[src/rtl/dmem_arbiter.sv]
// Two-requester arbiter/sequencer in front of a single-port data memory.
// Round-robin by default; define ARB_FIXED_PRIO_EN for fixed priority to port 0.
module dmem_arbiter #(
  parameter int ADDR_W = 8,
  parameter int DATA_W = 32
) (
  input  logic              clk,
  input  logic              reset,
  input  logic              req0,
  input  logic              req1,
  input  logic              we0,
  input  logic              we1,
  input  logic [ADDR_W-1:0] addr0,
  input  logic [ADDR_W-1:0] addr1,
  input  logic [DATA_W-1:0] wdata0,
  input  logic [DATA_W-1:0] wdata1,
  output logic              gnt0,
  output logic              gnt1,
  output logic              err0,
  output logic              err1,
  output logic              rvalid0,
  output logic              rvalid1,
  output logic [DATA_W-1:0] rdata,
  output logic [ADDR_W-1:0] mem_addr,
  output logic [DATA_W-1:0] mem_wdata,
  output logic              mem_read,
  output logic              mem_write,
  input  logic [DATA_W-1:0] mem_rdata
);

  typedef enum logic {IDLE, ACCESS} state_t;

  state_t            state, state_next;
  logic              take;
  logic              winner;
  logic              port;
  logic              we_q;
  logic [ADDR_W-1:0] addr_q;
  logic [DATA_W-1:0] wdata_q;
  logic              access;
  logic              aligned;

`ifndef ARB_FIXED_PRIO_EN
  logic ptr;
`endif

  // Winner selection: a lone requester always wins; a collision goes to the preferred port.
  always_comb begin
`ifdef ARB_FIXED_PRIO_EN
    winner = ~req0;
`else
    winner = (req0 & req1) ? ptr : req1;
`endif
  end

  always_comb begin
    state_next = state;
    take       = 1'b0;
    case (state)
      IDLE: begin
        if (req0 | req1) begin
          take       = 1'b1;
          state_next = ACCESS;
        end
      end
      ACCESS:  state_next = IDLE;
      default: state_next = IDLE;
    endcase
  end

  assign access    = (state == ACCESS);
  assign aligned   = (addr_q[1:0] == 2'b00);
  assign gnt0      = access & ~port;
  assign gnt1      = access & port;
  assign err0      = gnt0 & ~aligned;
  assign err1      = gnt1 & ~aligned;
  assign mem_read  = access & ~we_q & aligned;
  assign mem_write = access & we_q & aligned;
  // The latched request registers double as the memory bus, so the bus holds outside ACCESS.
  assign mem_addr  = addr_q;
  assign mem_wdata = wdata_q;

  // NOTE: every state register uses a non-blocking assignment and the async reset
  // clears all of it, so a mid-ACCESS reset kills the in-flight access at once.
  always_ff @(posedge clk or posedge reset) begin
    if (reset) begin
      state   <= IDLE;
      port    <= 1'b0;
      we_q    <= 1'b0;
      addr_q  <= '0;
      wdata_q <= '0;
      rvalid0 <= 1'b0;
      rvalid1 <= 1'b0;
      rdata   <= '0;
`ifndef ARB_FIXED_PRIO_EN
      ptr     <= 1'b0;
`endif
    end else begin
      state   <= state_next;
      rvalid0 <= mem_read & ~port;
      rvalid1 <= mem_read & port;
      if (mem_read) rdata <= mem_rdata;
      if (take) begin
        port    <= winner;
        we_q    <= winner ? we1 : we0;
        addr_q  <= winner ? addr1 : addr0;
        wdata_q <= winner ? wdata1 : wdata0;
`ifndef ARB_FIXED_PRIO_EN
        ptr     <= ~winner;
`endif
      end
    end
  end

endmodule

[config.mk]
export PLATFORM = sky130hd
export DESIGN_NAME = dmem_arbiter
export DESIGN_NICKNAME = d
export VERILOG_FILES = /design/src/rtl/dmem_arbiter.sv
export SDC_FILE = /design/constraint.sdc
export NUM_CORES = 1
export LEC_CHECK = 0
export ABC_AREA = 1
export CAP_MARGIN = 20
export CORE_MARGIN = 3
export CORE_UTILIZATION = 43
export CTS_BUF_LIST = sky130_fd_sc_hd__clkbuf_16
export CTS_CLUSTER_SIZE = 40
export DETAILED_ROUTE_END_ITERATION = 16
export GPL_TIMING_DRIVEN = 0
export HOLD_SLACK_MARGIN = 0.05
export PLACE_DENSITY_LB_ADDON = 0.12
export SYNTH_ARGS = -nofsm -noshare
export SYNTH_HDL_FRONTEND = slang
export SYNTH_SLANG_ARGS = --single-unit
[constraint.sdc]
create_clock -name clk -period 7.2 [get_ports clk]
set_input_delay 1.44 -clock clk [delete_from_list [all_inputs] [get_ports clk]]
set_output_delay 1.44 -clock clk [all_outputs]
set_load 0.02 [all_outputs]
---- Word-level counts from Yosys, hierarchy flattened ----
Cells that the tools add are included.
word-level totals
  output and inout port bits .............. 80
  input bits .............................. 118
  flip-flop bits (word level) ............. 78
  logic and storage cells ................. 34
operators by class
  mux-type cells .......................... 7
  reductions and logical operators ........ 1
  bitwise operators ....................... 17
operator list
  operator                            number
  2-to-1 mux 32 bit                   1
  bitwise AND 1 bit                   11
  2-to-1 mux 8 bit                    1
  inverter 1 bit                      5
  2-to-1 mux 1 bit                    4
  zero test 2 bit                     1
  one-hot mux 1 bit (2 select lines)  1
  bitwise OR 1 bit                    1

---- Logic depth before layout (Yosys ltp) ----
Gate-level depths: netlist of the first run.
  depth in word-level cells ............... 4
  mapped depth ............................ 7

---- Worst setup path after synthesis of the first run ----
Ideal clock, no wire load.
  path kind ............................... flip-flop to output port
  from .................................... register addr_q[0] (netlist: mem_addr[0])
  to ...................................... output mem_write
  stages on the path, launching flop included .. 2
  slack ................................... 4.541 ns
  path buffers ............................ 0
  arrival ................................. 1.219 ns
  required time ........................... 5.760 ns
  cell sequence ........................... dfrtp_1 -> nor4_1
between the ends
  longest elaborated chain between the ends .. 2
RTL lines
  what                    RTL line  RTL
  from (decl)             38        logic [ADDR_W-1:0] addr_q;
  from (signal assigned)  106       addr_q <= winner ? addr1 : addr0;
  zero test 2 bit         72        assign aligned = (addr_q[1:0] == 2'b00);
  bitwise AND 1 bit       78        assign mem_write = access & we_q & aligned;
  to (decl)               27        output logic mem_write,
Every way passes these cells.

---- Final worst setup path of the first run ----
  from .................................... register addr_q[0] (netlist: mem_addr[0])
  to ...................................... output mem_read
between the ends
  longest elaborated chain between the ends .. 2
RTL lines
  what               RTL line  RTL
  zero test 2 bit    72
  bitwise AND 1 bit  77        assign mem_read = access & ~we_q & aligned;
  to (decl)          26        output logic mem_read,
Every way passes these cells.

==> results of run 1 <==
-- final timing paths --
check,start,end,slack (ns),cells after the start
max in group asynchronous,reset,mem_wdata[14],5.17,3
setup reg to reg,ptr,mem_wdata[30],5.80,6
hold / removal,mem_addr[7],mem_addr[7],0.48,2
min in group asynchronous,reset,rdata[24],1.46,2
setup / recovery,mem_addr[0],mem_read,3.68,5
hold reg to reg,mem_addr[7],mem_addr[7],0.48,2
-- power by group through the flow --
stage,clock network (mW),registers [mW],logic (mW)
3_3_place_gp,0,0.659,0.790
6_report,0.485,0.658,0.800
5_1_grt,0.510,0.676,0.867
2_1_floorplan,0,0.834,0.208
3_5_place_dp,0,0.663,0.805
4_1_cts,0.495,0.658,0.809
-- kinds of logic (layout without fill, tap and decap cells) --
family / count (synthesis) / count (layout) / synth area share
compound gates: 2 / 2 / 0.00335
buf+inv: 117 / 330 / 0.125
flops: 78 / 78 / 0.522
simple gates: 315 / 315 / 0.350
-- cell type report --
cell class / instances / area, um2 / area share
sequential: 78 / 1950 / 0.316
clock buffer: 9 / 225 / 0.0364
buffer: 27 / 129 / 0.0208
multi-input combinational: 317 / 1320 / 0.214
tap: 105 / 131 / 0.0212
inverter: 90 / 340 / 0.0550
clock inverter: 7 / 96.3 / 0.0156
timing repair buffer: 197 / 1990 / 0.322
-- cell usage in the layout (no fill, tap or decap) --
cell / instances
inv_2: 2
dfrtp_1: 78
buf_2: 13
o21a_1: 1
nor4_1: 1
inv_6: 2
inv_1: 88
inv_4: 1
o21ai_0: 1
buf_16: 1
nor2_2: 2
clkbuf_16: 9
nor3_1: 1
clkdlybuf4s50_1: 196
nor2_4: 1
nand3_1: 83
nor2_1: 4
nand3_2: 1
bufinv_16: 2
nand2_1: 222
clkinvlp_4: 2
clkbuf_1: 11
buf_4: 3
-- flip-flops by register name (all words and copies together), names as in the netlist --
register / count
mem_wdata: 32
ptr: 1
rdata: 32
rvalid0: 1
rvalid1: 1
port: 1
access: 1
mem_addr: 8
we_q: 1
-- worst reg2reg max path: stages (launching register included) --
cell,delay [ns]
dfrtp_1,0.34
inv_1,0.04
nand2_1,0.19
clkbuf_1,0.38
nand3_1,0.15
nand3_1,0.13
nand2_1,0.06
-- per-stage QoR --
step / area [um2] / hold slack [ns] / power, mW / worst slack, ns / std cells
2_1_floorplan: 3740 / 0.449 / 1.04 / 3.76 / 512
3_3_place_gp: 5830 / 0.461 / 1.45 / 2.46 / 813
3_5_place_dp: 5860 / 0.464 / 1.47 / 4.04 / 814
4_1_cts: 6180 / 0.481 / 1.96 / 3.66 / 830
5_1_grt: 6180 / 0.499 / 2.05 / 3.55 / 830
6_report: 6180 / 0.477 / 1.94 / 3.68 / 830
-- per-layer routing --
metal / global-route usage / wire length, um / vias to the layer above / share of wire
met5: 0 / 0 / - / 0
met4: 0.0903 / 259 / 0 / 0.023
met3: 0.0491 / 862 / 26 / 0.077
met2: 0.389 / 5490 / 153 / 0.49
met1: 0.297 / 4530 / 1751 / 0.41
li1: - / - / 1948 / -
==> flow_summary_export.csv, run 1 <==
group,metric,value,unit
status,outcome,"finished clean",
yosys,synth_area,0.00374,mm2
timing,tightest_slew,0.452,ns
run,cap_violations,0,
worst_setup_path,crit_required,5.76,ns
detailed_routing,drt_iter0_drc,123,
detailed_routing,drt_pass1_iterations,4,
yosys,ys_types,16,
worst_setup_path,cp_cell_sequence,"nor2_2 -> nand3_2 -> inv_2 -> buf_4 -> clkdlybuf4s50_1",
yosys,syn_nets,630,
cells_and_area,n_fill_cell,642,
worst_setup_path,cp_max_fo,10,
yosys,ys_ff_latch,78,
detailed_routing,wirelength,11.1,mm
clock_tree,cts_tree,"built",
timing,rsz0062_at_grt,"no",
timing,fin_crit,3.52,ns
yosys,synthTopCellsByArea,"dfrtp_1 (52%), nand2_1 (22%), nand3_1 (11%)",
timing,period_share,0.489,
detailed_routing,wl_per_cell,13.4,um
placed_design,place.port_buffers,196,
clock_tree,clkTransAtPathRegs,0.06,ns
timing,slew_headroom,0.699,
clock_tree,cts.sinks,78,
power,power_leakage,3.25,nW
clock_tree,cts-resized-gates,0,
yosys,synth_edf_count,0,
yosys,ys_warn_count,0,
power,combPwrFrac,0.412,
worst_setup_path,critPathMaxStageDelay,0.62,ns
worst_hold_path,hold_class,"reg2reg",
clock_tree,post_cts_buffers,0,
placed_design,place.gp.congestion,0.834,
global_route,grt_start_max_net_pins,54,
yosys,ys_top_cells_by_count,"nand2_1 (222), inv_1 (88), nand3_1 (83), dfrtp_1 (78), buf_2 (13)",
yosys,synth_top_area_frac,0.522,
worst_setup_path,cp-end-kind,"output pin",
power,ir_worst_vdd,0.167,mV
clock_tree,ctsHoldBuffers,0,
detailed_routing,drc,0,
floorplan,die_w,99.3,um
yosys,synth_area_leader_cell,"dfrtp_1",
floorplan,ios,198,
worst_setup_path,crit_type,"reg2out",
clock_tree,numCtsBuffers,9,
yosys,postSynthCellCount,512,
timing,hold_viol,0,
worst_setup_path,cpMaxStageDelayCell,"clkdlybuf4s50_1",
clock_tree,insertion_delay,0.33,ns
floorplan,initial_utilization,0.448,
worst_setup_path,path_delay_family,"buffers and inverters",
clock_tree,clockRootBuffer,"clkbuf_16",
worst_setup_path,start_kind,"flop",
power,pwr-share-seq,0.339,
timing,slew_violations,0,
power,intPower,1.27,mW
timing,setup_viol,0,
worst_setup_path,arrival,2.08,ns
clock_tree,cts.path.max_buffers,2,
cells_and_area,utilization,0.742,
placed_design,place_hpwl,8.51,mm
detailed_routing,vias,3878,
cells_and_area,nets,838,
power,sw_frac_of_total,0.347,
power,p_switching,0.674,mW
floorplan,die_h,99.3,um
power,p_per_area,314,mW/mm2
detailed_routing,ant_nets,0,
timing,worst_clock_skew,0.0116,ns
floorplan,placementRows,33,
yosys,ys_seq_area_frac,0.522,
yosys,synth_top_flop_cell,"dfrtp_1",
global_route,grt_usage,0.233,
floorplan,core-area,0.00834,mm2
timing,fmax,0.284,GHz
yosys,avgSynthCellArea,7.30,um2
power,power_frac_clock,0.250,
timing,setup_tns,0,ns
global_route,grt_pass1_wl,18.6,mm
yosys,yosysMostFrequentCell,"nand2_1",
global_route,antenna_found_initial,0,
floorplan,die_area,0.00985,mm2
global_route,grt_pass1_vias,3976,
cells_and_area,syn_to_final_growth,65.4,%
yosys,ys_async_sr_fraction,1.00,
cells_and_area,final_layout_size_suffix_gt1_frac,0.0538,
worst_setup_path,path_buf_inv,3,
detailed_routing,drt-vias-per-instance,4.67,
global_route,gr-total-overflow,0,
clock_tree,cts.htree.levels,3,
cells_and_area,num_antenna_cells,0,
Power figures use the tool's default switching activity.
==> inputs of run 2 (changes only) <==
Settings changed: CORE_UTILIZATION 43 to 36.
Clock period 7.2 ns to 3.1 ns, I/O delays scaled along.
==> flow_summary_export.csv, run 2 (synthesis gave the netlist of run 1 again) <==
group,metric,value,unit
cells_and_area,num_antenna_cells,0,
worst_hold_path,min_to,"rdata[3]",
detailed_routing,wirelength,11.2,mm
worst_setup_path,r2r_start,"ptr",
worst_setup_path,cp-end-kind,"output pin",
status,outcome,"finished clean",
clock_tree,clockRootBuffer,"clkbuf_16",
floorplan,placementRows,36,
floorplan,die_area,0.0116,mm2
cells_and_area,layout_common_cells,"nand2_1 (222), clkdlybuf4s50_1 (196), inv_1 (87)",
placed_design,place_hpwl,8.60,mm
power,ir_worst_vdd,0.464,mV
clock_tree,clkTransAtPathRegs,0.06,ns
power,power_leakage,3.25,nW
clock_tree,ctsHoldBuffers,0,
timing,setup_viol,0,
worst_setup_path,r2r_end,"mem_addr[2]",
worst_setup_path,crit_type,"reg2out",
detailed_routing,drt_pass1_iterations,5,
timing,setup_tns,0,ns
run,cap_violations,0,
cells_and_area,final_layout_size_suffix_gt1_frac,0.0539,
clock_tree,insertion_delay,0.33,ns
cells_and_area,final_common_cell,"nand2_1",
worst_hold_path,holdPathStages,2,
floorplan,die_w,108,um
cells_and_area,syn_to_final_growth,66.0,%
worst_setup_path,ff2ff_setup_slack,1.69,ns
floorplan,core-area,0.00995,mm2
clock_tree,cts.sinks,78,
clock_tree,numCtsBuffers,9,
global_route,grt_pass1_vias,3795,
placed_design,placed_cells,842,
timing,period_share,0.876,
clock_tree,cts_tree,"built",
worst_setup_path,crit_required,2.48,ns
detailed_routing,drt_iter0_drc,203,
global_route,grt_start_max_net_pins,50,
detailed_routing,drt-vias-per-instance,4.50,
placed_design,place.gp.congestion,0.842,
clock_tree,cts.htree.levels,3,
timing,slew_violations,0,
worst_hold_path,hold_class,"reg2reg",
power,combPwrFrac,0.413,
detailed_routing,vias,3857,
power,pwr-share-seq,0.341,
global_route,grt_usage,0.199,
clock_tree,cts.path.max_buffers,2,
floorplan,initial_utilization,0.376,
worst_hold_path,min-delay-start,"rdata[3]",
placed_design,place.port_buffers,196,
power,sw_frac_of_total,0.347,
global_route,gr-total-overflow,0,
global_route,grt_pass1_wl,18.2,mm
timing,whs,0.477,ns
clock_tree,cts-resized-gates,0,
floorplan,ios,198,
power,p_switching,1.56,mW
timing,fmax,0.368,GHz
floorplan,die_h,108,um
worst_setup_path,arrival,2.10,ns
detailed_routing,ant_nets,0,
timing,slew_headroom,0.696,
worst_setup_path,cp_max_fo,10,
timing,fin_crit,2.72,ns
power,power_frac_clock,0.246,
cells_and_area,final_area,0.00621,mm2
worst_setup_path,start_kind,"flop",
worst_setup_path,reg2reg_depth,6,
global_route,antenna_found_initial,0,
timing,tightest_slew,0.456,ns
cells_and_area,nets,838,
power,intPower,2.94,mW
timing,hold_viol,0,
timing,rsz0062_at_grt,"no",
power,p_per_area,724,mW/mm2
clock_tree,post_cts_buffers,0,
detailed_routing,wl_per_cell,13.1,um
detailed_routing,drc,0,
timing,worst_clock_skew,0.00450,ns
cells_and_area,final_cells,857,
placed_design,placed_area,0.00590,mm2
[run 2: worst max path at each step]
| stage | start | endpoint | slack, ns | cells past startpoint |
|---|---|---|---|---|
| detailed placement | mem_addr[0] | mem_read | 0.70 | 5 |
| finish | mem_addr[0] | mem_read | 0.38 | 5 |
| CTS | mem_addr[0] | mem_read | 0.33 | 5 |
| global route | mem_addr[0] | mem_read | 0.23 | 5 |
| global placement | reset | mem_wdata[2] | -0.83 | 2 |
| floorplan | reset | access | 0.48 | 1 |
[run 2: area by class of cell]
type | count | area (um2)
plain buffers | 27 | 129
clock buffers | 9 | 225
clock inverters | 6 | 86.3
fillers | 893 | 3740
inverters | 90 | 340
multi-input cells | 317 | 1320
flip-flops and latches | 78 | 1950
well taps | 133 | 166
repair buffers | 197 | 1990
[run 2: power groups by stage]
stage | registers, mW | clock network (mW) | logic (mW)
finish | 1.53 | 1.11 | 1.86
global route | 1.58 | 1.18 | 2.01
CTS | 1.53 | 1.13 | 1.88
detailed placement | 1.54 | 0 | 1.87
global placement | 1.53 | 0 | 1.84
floorplan | 1.94 | 0 | 0.484
[run 2: metal layers]
layer | global-route usage | vias to the layer above | wire (um)
met5 | 0 | - | 0
met4 | 0.0911 | 0 | 292
met3 | 0.0432 | 20 | 707
met2 | 0.331 | 125 | 5440
met1 | 0.247 | 1764 | 4790
li1 | - | 1948 | -
[run 2: worst max-delay path, cell delays in order (launching register included)]
cell	delay [ns]
dfrtp_1	0.41
nor2_2	0.18
nand3_2	0.21
inv_2	0.16
buf_4	0.18
clkdlybuf4s50_1	0.62
[run 2: stage by stage]
stage | setup slack, ns | util | total power [mW]
after floorplan | 0.485 | - | 2.42
after global placement | -0.830 | 0.589 | 3.38
after detailed placement | 0.700 | 0.593 | 3.42
after CTS | 0.329 | 0.624 | 4.55
after global routing | 0.230 | 0.624 | 4.77
final | 0.385 | 0.624 | 4.50
==> inputs of run 3 (changes only) <==
Settings changed: HOLD_SLACK_MARGIN 0.05 to default, SETUP_SLACK_MARGIN from default to 0.2.
==> results of run 3 <==
Final layout, timing and power as in run 2 (identical DEF).
